**config.mk**
```make
export PLATFORM = sky130hd
export DESIGN_NAME = hicore_lsu_ctrl
export DESIGN_NICKNAME = d
export VERILOG_FILES = /design/src/rtl/hicore_lsu_ctrl_pkg.sv /design/src/rtl/hicore_lsu_ctrl_extend.sv /design/src/rtl/hicore_lsu_ctrl.sv
export SDC_FILE = /design/constraint.sdc
export NUM_CORES = 1
export LEC_CHECK = 0
export BUFFER_PORTS_ARGS = -buffer_cell sky130_fd_sc_hd__buf_2
export CORE_MARGIN = 5
export CORE_UTILIZATION = 42
export CTS_CLUSTER_SIZE = 8
export DETAILED_ROUTE_END_ITERATION = 8
export GPL_ROUTABILITY_DRIVEN = 0
export GPL_TIMING_DRIVEN = 0
export PLACE_DENSITY = 0.8
export SETUP_SLACK_MARGIN = 0.05
export SLEW_MARGIN = 10
export SYNTH_ARGS = -nofsm -noshare
export SYNTH_HDL_FRONTEND = slang
export SYNTH_SLANG_ARGS = --single-unit
```
**constraint.sdc**
```tcl
create_clock -name clk -period 1.8 [get_ports clk]
set_clock_uncertainty 0.2 [all_clocks]
set_input_delay 0 -clock clk [delete_from_list [all_inputs] [get_ports clk]]
set_output_delay 0 -clock clk [all_outputs]
set_load 0.02 [all_outputs]
```
**src/rtl/hicore_lsu_ctrl_pkg.sv**
```systemverilog
// Shared HiCore LSU definitions: info bundle widths, exception bit indices,
// controller state and access-size encodings.
package hicore_lsu_ctrl_pkg;

  localparam int unsigned HICORE_EXCP_SIZE      = 16;
  localparam int unsigned HICORE_ROB_PTR_SIZE   = 5;
  localparam int unsigned HICORE_PC_SIZE        = 32;
  // {rob_ptr, pc, irq, excp}
  localparam int unsigned HICORE_ISSUE2ALU_SIZE =
    HICORE_ROB_PTR_SIZE + HICORE_PC_SIZE + 1 + HICORE_EXCP_SIZE;

  localparam int unsigned LOAD_ACC_FAULT  = 5;
  localparam int unsigned STORE_ACC_FAULT = 7;

  typedef enum logic [2:0] {
    LSU_IDLE  = 3'd0,
    LSU_CMD   = 3'd1,
    LSU_RSP   = 3'd2,
    LSU_WB    = 3'd3,
    LSU_DRAIN = 3'd4
  } lsu_state_e;

  typedef enum logic [1:0] {
    SZ_BYTE = 2'd0,
    SZ_HALF = 2'd1,
    SZ_WORD = 2'd2
  } lsu_size_e;

  // One-hot size flags to encoded size; anything malformed is treated as a word.
  function automatic lsu_size_e size_encode(input logic word, input logic half,
                                            input logic byt);
    lsu_size_e sz;
    case ({word, half, byt})
      3'b010:  sz = SZ_HALF;
      3'b001:  sz = SZ_BYTE;
      default: sz = SZ_WORD;
    endcase
    return sz;
  endfunction

endpackage

```
**src/rtl/hicore_lsu_ctrl_extend.sv**
```systemverilog
// Load data alignment: selects the addressed byte/half lane of a bus word and
// sign- or zero-extends it to the full data width.
module hicore_lsu_ctrl_extend
  import hicore_lsu_ctrl_pkg::*;
#(
  parameter int unsigned DATA_W = 32
) (
  input  logic [DATA_W-1:0] rdata_i,
  input  logic [1:0]        addr_lo_i,
  input  lsu_size_e         size_i,
  input  logic              unsigned_i,
  output logic [DATA_W-1:0] data_o
);

  logic [7:0]  byte_lane;
  logic [15:0] half_lane;

  always_comb begin
    byte_lane = 8'(rdata_i >> {addr_lo_i, 3'b000});
    half_lane = 16'(rdata_i >> {addr_lo_i[1], 4'b0000});
    data_o    = rdata_i;
    case (size_i)
      SZ_BYTE: data_o = {{(DATA_W-8){~unsigned_i & byte_lane[7]}}, byte_lane};
      SZ_HALF: data_o = {{(DATA_W-16){~unsigned_i & half_lane[15]}}, half_lane};
      default: data_o = rdata_i;
    endcase
  end

endmodule

```
**src/rtl/hicore_lsu_ctrl.sv**
```systemverilog
// Load/store controller: one request at a time through a cmd/rsp bus transaction,
// with load extension, bus-error merge into the exception field and flush handling.
module hicore_lsu_ctrl
  import hicore_lsu_ctrl_pkg::*;
#(
  parameter int unsigned ADDR_W = 32,
  parameter int unsigned DATA_W = 32,
  parameter int unsigned INFO_W = HICORE_ISSUE2ALU_SIZE,
  parameter int unsigned EXCP_W = HICORE_EXCP_SIZE
) (
  input  logic                clk,
  input  logic                rst_n,

  input  logic                i_lsu_valid,
  output logic                o_lsu_ready,
  input  logic                i_lsu_cancel,
  input  logic                i_lsu_read,
  input  logic                i_lsu_unsigned,
  input  logic                i_lsu_word,
  input  logic                i_lsu_short,
  input  logic                i_lsu_byte,
  input  logic [ADDR_W-1:0]   i_lsu_addr,
  input  logic [DATA_W-1:0]   i_lsu_wdata,
  input  logic [DATA_W/8-1:0] i_lsu_wmask,
  input  logic [INFO_W-1:0]   i_lsu_info,

  output logic                o_bus_cmd_valid,
  input  logic                i_bus_cmd_ready,
  output logic                o_bus_cmd_read,
  output logic [ADDR_W-1:0]   o_bus_cmd_addr,
  output logic [DATA_W-1:0]   o_bus_cmd_wdata,
  output logic [DATA_W/8-1:0] o_bus_cmd_wmask,

  input  logic                i_bus_rsp_valid,
  output logic                o_bus_rsp_ready,
  input  logic [DATA_W-1:0]   i_bus_rsp_rdata,
  input  logic                i_bus_rsp_err,

  output logic                o_wb_valid,
  input  logic                i_wb_ready,
  output logic [DATA_W-1:0]   o_wb_data,
  output logic [INFO_W-1:0]   o_wb_info,

  input  logic                flush
);

  lsu_state_e          state_q,    state_d;
  logic                read_q,     read_d;
  logic                unsigned_q, unsigned_d;
  lsu_size_e           size_q,     size_d;
  logic [ADDR_W-1:0]   addr_q,     addr_d;
  logic [DATA_W-1:0]   wdata_q,    wdata_d;
  logic [DATA_W/8-1:0] wmask_q,    wmask_d;
  logic [INFO_W-1:0]   info_q,     info_d;
  logic [DATA_W-1:0]   wb_data_q,  wb_data_d;

  logic [DATA_W-1:0]   ext_data;
  logic [EXCP_W-1:0]   err_excp;
  logic [EXCP_W-1:0]   merged_excp;
  logic                accept;

  hicore_lsu_ctrl_extend #(
    .DATA_W (DATA_W)
  ) u_extend (
    .rdata_i    (i_bus_rsp_rdata),
    .addr_lo_i  (addr_q[1:0]),
    .size_i     (size_q),
    .unsigned_i (unsigned_q),
    .data_o     (ext_data)
  );

  assign accept = i_lsu_valid & ~i_lsu_cancel & ~flush;

  always_comb begin
    err_excp = '0;
    if (i_bus_rsp_err) begin
      if (read_q) err_excp[LOAD_ACC_FAULT]  = 1'b1;
      else        err_excp[STORE_ACC_FAULT] = 1'b1;
    end
    merged_excp = info_q[EXCP_W-1:0] | err_excp;
  end

  always_comb begin
    state_d    = state_q;
    read_d     = read_q;
    unsigned_d = unsigned_q;
    size_d     = size_q;
    addr_d     = addr_q;
    wdata_d    = wdata_q;
    wmask_d    = wmask_q;
    info_d     = info_q;
    wb_data_d  = wb_data_q;

    case (state_q)
      LSU_IDLE: begin
        if (accept) begin
          read_d     = i_lsu_read;
          unsigned_d = i_lsu_unsigned;
          size_d     = size_encode(i_lsu_word, i_lsu_short, i_lsu_byte);
          addr_d     = i_lsu_addr;
          wdata_d    = i_lsu_wdata;
          wmask_d    = i_lsu_wmask;
          info_d     = i_lsu_info;
          wb_data_d  = '0;
          // AGU-flagged exceptions complete straight away without touching the bus
          if (i_lsu_info[EXCP_W-1:0] != '0) state_d = LSU_WB;
          else                              state_d = LSU_CMD;
        end
      end
      LSU_CMD: begin
        if (flush) begin
          if (i_bus_cmd_ready) state_d = LSU_DRAIN;
          else                 state_d = LSU_IDLE;
        end else if (i_bus_cmd_ready) begin
          state_d = LSU_RSP;
        end
      end
      LSU_RSP: begin
        // A flush racing the response still consumes it, so nothing is left to drain
        if (flush) begin
          if (i_bus_rsp_valid) state_d = LSU_IDLE;
          else                 state_d = LSU_DRAIN;
        end else if (i_bus_rsp_valid) begin
          state_d                = LSU_WB;
          info_d[EXCP_W-1:0]     = merged_excp;
          if (merged_excp != '0 || !read_q) wb_data_d = '0;
          else                              wb_data_d = ext_data;
        end
      end
      LSU_WB: begin
        if (flush || i_wb_ready) state_d = LSU_IDLE;
      end
      LSU_DRAIN: begin
        if (i_bus_rsp_valid) state_d = LSU_IDLE;
      end
      default: state_d = LSU_IDLE;
    endcase
  end

  always_ff @(posedge clk or negedge rst_n) begin
    if (!rst_n) begin
      state_q    <= LSU_IDLE;
      read_q     <= 1'b0;
      unsigned_q <= 1'b0;
      size_q     <= SZ_BYTE;
      addr_q     <= '0;
      wdata_q    <= '0;
      wmask_q    <= '0;
      info_q     <= '0;
      wb_data_q  <= '0;
    end else begin
      state_q    <= state_d;
      read_q     <= read_d;
      unsigned_q <= unsigned_d;
      size_q     <= size_d;
      addr_q     <= addr_d;
      wdata_q    <= wdata_d;
      wmask_q    <= wmask_d;
      info_q     <= info_d;
      wb_data_q  <= wb_data_d;
    end
  end

  assign o_lsu_ready     = (state_q == LSU_IDLE);
  assign o_bus_cmd_valid = (state_q == LSU_CMD);
  assign o_bus_rsp_ready = (state_q == LSU_RSP) || (state_q == LSU_DRAIN);
  assign o_wb_valid      = (state_q == LSU_WB);

  assign o_bus_cmd_read  = read_q;
  assign o_bus_cmd_addr  = {addr_q[ADDR_W-1:2], 2'b00};
  assign o_bus_cmd_wdata = wdata_q;
  assign o_bus_cmd_wmask = wmask_q;
  assign o_wb_data       = wb_data_q;
  assign o_wb_info       = info_q;

endmodule

```
**Word level (Yosys, flattened, before mapping)**

Cells that the tools add are included.

- Eq/ne operators: 14
- Shift operators: 2
- Mux-type cells: 26
- Bitwise gates (word level): 8
- Reductions and logical operators: 12

Operators by type and width:

| cell | count |
|---|---|
| $mux W32 | 4 |
| $pmux W32 S2 | 2 |
| $mux W16 | 3 |
| $pmux W16 S2 | 1 |
| $reduce_bool A16 Y1 | 2 |
| $shr A32 B5 Y16 | 1 |
| $shr A32 B5 Y8 | 1 |
| $mux W3 | 9 |
| $or A16 B8 Y16 | 1 |
| $pmux W3 S5 | 1 |
| $eq A3 B2 Y1 const B | 3 |
| $eq A3 B1 Y1 const B | 2 |
| $ne A2 B2 Y1 const B | 3 |
| $reduce_and A5 Y1 | 1 |
| $and A1 B1 Y1 | 4 |
| $mux W1 | 4 |
| $ne A2 B1 Y1 const B | 2 |
| $pmux W2 S2 | 1 |
| $reduce_and A4 Y1 | 1 |
| $eq A3 B3 Y1 const B | 1 |
| $logic_not A3 Y1 | 1 |
| $logic_or A1 B1 Y1 | 3 |
| $ne A3 B1 Y1 const B | 1 |
| $ne A3 B3 Y1 const B | 1 |
| 7 further kinds | 9 |

- Bits in registers: 161
- Input port bits: 168
- Output and inout port bits: 159
- Logic and storage cells: 72

**Depth between registers and ports, before layout**

- Word-level depth: 9
- Gate-level depth with buffers: 8
- Depth with buffers taken out: 5

**Modules after synthesis**

From an unflattened synthesis, not the netlist that was laid out.

- Cells, all modules: 591
- Area, all modules: 7817.5 um^2

By module, submodules not included:

| module | instances | cells each | area each (um^2) | seq. area each (um^2) |
|---|---|---|---|---|
| hicore_lsu_ctrl | 1 | 498 | 7108.1 | 4028.9 |
| hicore_lsu_ctrl_extend | 1 | 93 | 709.4 | 0.0 |

**Worst setup path after synthesis**

OpenSTA, ideal clock, no wires.

- Path kind: reg2reg
- From: register state_q[2]
- To: register wdata_q[0], in the netlist o_bus_cmd_wdata[0]
- Library setup time: 125 ps
- Arrival: 1849 ps
- Setup slack: -374 ps
- Stages on the path, launching flop included: 7
- Path through: dfrtp_1 -> buf_2 -> nor3_1 -> nand2_1 -> buf_2 -> buf_2 -> mux2_2

- Word-level cells in the longest chain between the ends: 2

Ends and longest elaborated chain:

| item | RTL line | RTL |
|---|---|---|
| start: declaration | hicore_lsu_ctrl.sv:47 | `lsu_state_e state_q, state_d;` |
| start signal: assignment | hicore_lsu_ctrl.sv:152 | `state_q <= state_d;` |
| $logic_not A3 Y1 | -- |  |
| net o_lsu_ready | hicore_lsu_ctrl.sv:15 | `output logic o_lsu_ready,` |
| $reduce_and A2 Y1 (no source line) | -- |  |
| end signal: assignment | hicore_lsu_ctrl.sv:157 | `wdata_q <= wdata_d;` |
| end: declaration | hicore_lsu_ctrl.sv:52 | `logic [DATA_W-1:0] wdata_q, wdata_d;` |

The timed path passes the listed nets, and every way through them passes these cells.
A chain may end at the register's enable or synchronous reset.

**Worst setup path in the final report**

- From: register state_q[0]
- To: register wb_data_q[25], in the netlist o_wb_data[25]

- Word-level cells in the longest chain between the ends: 3
- Elaborated cells on any way between the ends: 8
- Classes of those cells: eq/ne: 4; mux: 1; reduce/logical: 3

Ends and longest elaborated chain:

| item | RTL line | RTL |
|---|---|---|
| $eq A3 B2 Y1 or $logic_not A3 Y1 (tied branches) | hicore_lsu_ctrl.sv:94 | `case (state_q)` |
| $ne A2 B2 Y1 (no source line) (tied with other cells) | -- |  |
| $reduce_and A4 Y1 (no source line) | -- |  |
| end signal: assignment | hicore_lsu_ctrl.sv:160 | `wb_data_q <= wb_data_d;` |
| end: declaration | hicore_lsu_ctrl.sv:55 | `logic [DATA_W-1:0] wb_data_q, wb_data_d;` |

Parallel ways exist; a longest one is shown, timed or not.

==> impl_metrics.xml <==
<?xml version="1.0" encoding="UTF-8"?>
<metrics>
  <group name="global_routing">
    <metric name="vias_in_the_first_global_route" unit="">7327</metric>
    <metric name="grt_start_max_net_pins" unit="">82</metric>
    <metric name="grt_antenna_before_repair" unit="">0</metric>
    <metric name="grt_first_pass_wirelength" unit="µm">40120</metric>
    <metric name="residual_overflow_from_global_routing" unit="">0</metric>
    <metric name="grt_util_all_layers" unit="%">25.83</metric>
  </group>
  <group name="worst_setup_path">
    <metric name="timing.reg2reg.worst_path_depth" unit="">6</metric>
    <metric name="max_stage_delay" unit="ps">450</metric>
    <metric name="end_kind" unit="">flip-flop</metric>
    <metric name="worstPathCellList" unit="">buf_6 &gt; o211ai_1 &gt; o211ai_1 &gt; buf_4 &gt; buf_4 &gt; a22o_1</metric>
    <metric name="data_required_critical_path" unit="ps">1910</metric>
    <metric name="ff2ff_setup_slack" unit="ps">-210</metric>
    <metric name="worst-endpoint-arrival" unit="ps">2120</metric>
    <metric name="cp_max_fo" unit="">10</metric>
    <metric name="r2r_start" unit="">state_q[0]</metric>
    <metric name="critPathKind" unit="">reg2reg</metric>
    <metric name="crit_path_start_kind" unit="">flip-flop</metric>
    <metric name="endpoint_of_the_most_critical_register_to_register_path" unit="">o_wb_data[25]</metric>
    <metric name="critical_path_buf_inv_count" unit="">3</metric>
    <metric name="critical_path.slowest_cell" unit="">dfrtp_2</metric>
    <metric name="critical_path.top_delay_family" unit="">compound AO/OA/AOI/OAI gates</metric>
  </group>
  <group name="sta">
    <metric name="final_period_minus_worst_setup_slack" unit="ps">2012</metric>
    <metric name="rsz0062_at_grt" unit="">yes</metric>
    <metric name="post_route_fraction_of_the_period_consumed_by_the_critical_path" unit="%">111.8</metric>
    <metric name="fmaxAchievable" unit="MHz">497.0</metric>
    <metric name="slew_at_the_pin_closest_to_its_max_slew_limit" unit="ps">606.0</metric>
    <metric name="timing.max_slew.rel_slack" unit="%">59.60</metric>
    <metric name="timing.final.setup_violations" unit="">120</metric>
    <metric name="finalHoldViolCount" unit="">28</metric>
    <metric name="finalMaxSlewViolations" unit="">0</metric>
    <metric name="worst_slack" unit="ps">-212.0</metric>
    <metric name="final.hold.worst_slack" unit="ps">-30.43</metric>
  </group>
  <group name="floorplan">
    <metric name="top_level_ports" unit="">327</metric>
    <metric name="die-height" unit="µm">139.8</metric>
    <metric name="dieArea" unit="mm²">0.01954</metric>
    <metric name="placementRows" unit="">47</metric>
    <metric name="starting_density" unit="%">42.80</metric>
    <metric name="die_w" unit="µm">139.8</metric>
    <metric name="core_region_area" unit="mm²">0.01652</metric>
  </group>
  <group name="status">
    <metric name="status" unit="">finished with violations</metric>
    <metric name="violations" unit="">negative hold slack, negative setup slack</metric>
  </group>
  <group name="yosys">
    <metric name="synthesis.area" unit="mm²">0.007073</metric>
    <metric name="synth.distinct_cells" unit="">44</metric>
    <metric name="synthDominantCellAreaShare" unit="%">56.96</metric>
    <metric name="asyncSetResetFlopFracSynth" unit="%">100.0</metric>
    <metric name="postSynthRegisterBits" unit="">161</metric>
    <metric name="synth_edf_count" unit="">0</metric>
    <metric name="synthesis.yosys.warnings" unit="">0</metric>
    <metric name="netlist_top_cells_area" unit="">dfrtp_1, mux2_2, buf_4</metric>
    <metric name="yosysSeqAreaShare" unit="%">56.96</metric>
    <metric name="yosys-top-cells-count" unit="">dfrtp_1, mux2_2, buf_4, nand2_1, nand2b_1</metric>
    <metric name="yosys_most_used_dff" unit="">dfrtp_1</metric>
    <metric name="synth_most_common_cell" unit="">dfrtp_1</metric>
    <metric name="netlist_instances" unit="">547</metric>
    <metric name="synth.avg_cell_area" unit="µm²">12.93</metric>
    <metric name="yosys.area.top_type" unit="">dfrtp_1</metric>
  </group>
  <group name="finish">
    <metric name="flow.area_growth_from_synthesis" unit="%">76.15</metric>
    <metric name="antenna-diode-count" unit="">0</metric>
    <metric name="final_area" unit="mm²">0.01246</metric>
    <metric name="num-nets-final" unit="">1267</metric>
    <metric name="drive_gt1_share" unit="%">57.01</metric>
  </group>
  <group name="power">
    <metric name="total_power" unit="W">0.01878</metric>
    <metric name="power.internal" unit="W">0.01134</metric>
    <metric name="power_switching" unit="W">0.007441</metric>
    <metric name="switching_share" unit="%">39.62</metric>
    <metric name="clockPowerShare" unit="%">19.7</metric>
    <metric name="comb_power_share" unit="%">47.8</metric>
    <metric name="powerDensity" unit="mW/mm²">1507</metric>
    <metric name="power.sequential.fraction" unit="%">32.5</metric>
    <metric name="total_leakage_power" unit="nW">6.221</metric>
    <metric name="maximum_vdd_drop" unit="V">0.001153</metric>
  </group>
  <group name="detailed_routing">
    <metric name="finalWirelength" unit="µm">26520</metric>
    <metric name="routedWlPerCell" unit="µm">19.91</metric>
    <metric name="vias_per_std_cell" unit="">5.089</metric>
    <metric name="dr_total_vias" unit="">6778</metric>
    <metric name="detail_route.first_pass.iterations" unit="">5</metric>
    <metric name="detail_route.drc_violations" unit="">0</metric>
    <metric name="antenna_left" unit="">0</metric>
    <metric name="1st_iter_drt_viols" unit="">390</metric>
  </group>
  <group name="clock_tree">
    <metric name="ctsHtreeMaxLevel" unit="">4</metric>
    <metric name="clock_path_buffers" unit="">2</metric>
    <metric name="clk-insertion-delay-late" unit="ps">420</metric>
    <metric name="number_of_buffers_created_by_cts" unit="">17</metric>
    <metric name="cts-root-buf" unit="">clkbuf_16</metric>
    <metric name="cts_sinks" unit="">161</metric>
    <metric name="clock_tree_from_tritoncts" unit="">done</metric>
    <metric name="clk_transition_reported_paths" unit="ps">70</metric>
  </group>
  <group name="min_path">
    <metric name="min-delay-path-class" unit="">in2async</metric>
  </group>
  <group name="job">
    <metric name="max_cap_viol_count" unit="">0</metric>
  </group>
  <group name="place">
    <metric name="placement.io_buffers" unit="">324</metric>
    <metric name="placement.setup.worst_slack" unit="ps">-383.5</metric>
    <metric name="dp_hpwl" unit="µm">15050</metric>
    <metric name="placement_stage_cell_area" unit="mm²">0.009140</metric>
  </group>
</metrics>
## layout make-up
type                       instances  area [µm²]
tap                              220       275.3
inverter                          13       48.80
sequential                       161        4041
multi-input combinational        309        2873
fill                             943        4065
timing repair buffer             536        4010
buffer                            61       616.8
clock inverter                    15       168.9
clock buffer                      17       425.4
## cell usage in the layout, fill, tap and decap left out, types with 3 or more instances in the layout
cell type,instances
mux2_2,121
a22o_1,17
nor2_1,10
xnor2_1,3
nand2_1,26
a221oi_2,3
buf_2,322
o21ai_1,3
mux2_4,9
dfrtp_1,151
o21ai_2,6
clkbuf_2,3
buf_12,19
nor4_1,4
nand3b_1,3
a21oi_1,6
inv_6,7
o21ai_0,10
buf_6,12
clkbuf_16,23
dlygate4sd3_1,167
a221oi_1,3
a21o_1,7
o22ai_1,5
buf_4,53
buf_16,6
dfrtp_2,10
nand2_2,3
buf_8,5
clkinvlp_4,3
nand2b_1,26
inv_1,13
## timing repair
item / 4_1_cts / 5_1_grt
hold endpoints to repair: 322 / 0
pin swaps: 12 / 13
hold buffers: 167 / 0
resized for setup: 71 / 67
setup buffers: 16 / 16
cloned: 10 / 6
endpoints found under the setup margin: 138 / 156
## power groups by stage
stage	Clock, W	Sequential, W	Combinational (W)
2_1_floorplan	0	0.00713	0.00371
3_3_place_gp	0	0.00585	0.00729
3_5_place_dp	0	0.00594	0.00745
4_1_cts	0.00375	0.00597	0.00835
5_1_grt	0.00394	0.00625	0.00946
6_report	0.00370	0.00610	0.00898
## sequential cells by signal, indices dropped and copies added (netlist names)
name / cells
o_wb_data: 32
state_q: 3
o_wb_info: 54
o_bus_cmd_wmask: 4
o_bus_cmd_read: 1
o_bus_cmd_wdata: 32
size_q: 2
unsigned_q: 1
addr_q: 32
## worst max-delay path by stage
stage	endpoint	slack (ps)	depth (start not counted)	from
2_1_floorplan	o_wb_data[21]	-80	7	o_wb_info[15]
3_3_place_gp	o_wb_info[4]	-2200	1	rst_n
3_5_place_dp	o_wb_data[27]	-380	6	state_q[0]
4_1_cts	o_wb_data[27]	-170	7	o_wb_info[8]
5_1_grt	o_wb_data[25]	-290	6	state_q[0]
6_report	o_wb_data[25]	-210	6	state_q[0]
## cell families (layout without fill, tap and decap cells)
| logic type | after synthesis | in the layout | share of synthesized area, % |
|---|---|---|---|
| AND/OR/NAND/NOR | 92 | 92 | 6.881 |
| XOR/XNOR | 3 | 3 | 0.3716 |
| multiplexers | 131 | 131 | 20.84 |
| other | 1 | 2 | 0.05302 |
| flip-flops | 161 | 161 | 56.96 |
| buffers and inverters | 78 | 642 | 6.404 |
| AO/OA/AOI/OAI | 81 | 81 | 8.491 |
## stage by stage
| stage | utilization (%) | setup TNS [ps] | instances | hold WS, ps |
|---|---|---|---|---|
| 2_1_floorplan | - | -1090 | 548 | -495.6 |
| 3_3_place_gp | 55.08 | -320140 | 1092 | 30.19 |
| 3_5_place_dp | 55.31 | -10940 | 1093 | -179.0 |
| 4_1_cts | 73.09 | -12330 | 1317 | -48.46 |
| 5_1_grt | 75.40 | -16720 | 1332 | 28.95 |
| 6_report | 75.40 | -11220 | 1332 | -30.43 |
## worst reg2reg max path, cell delays in order, from the launching register on
cell and delay [ps]:
dfrtp_2 450, buf_6 140, o211ai_1 350, o211ai_1 150
buf_4 210, buf_4 180, a22o_1 230
## layer usage
metal / global-route usage, % / vias up / routed length [µm]
li1: - / 3022 / -
met1: 30.00 / 3340 / 10020
met2: 45.33 / 334 / 13860
met3: 7.273 / 82 / 1749
met4: 9.842 / 0 / 897
met5: 0 / - / 0
(Power assumes the default switching activity.)
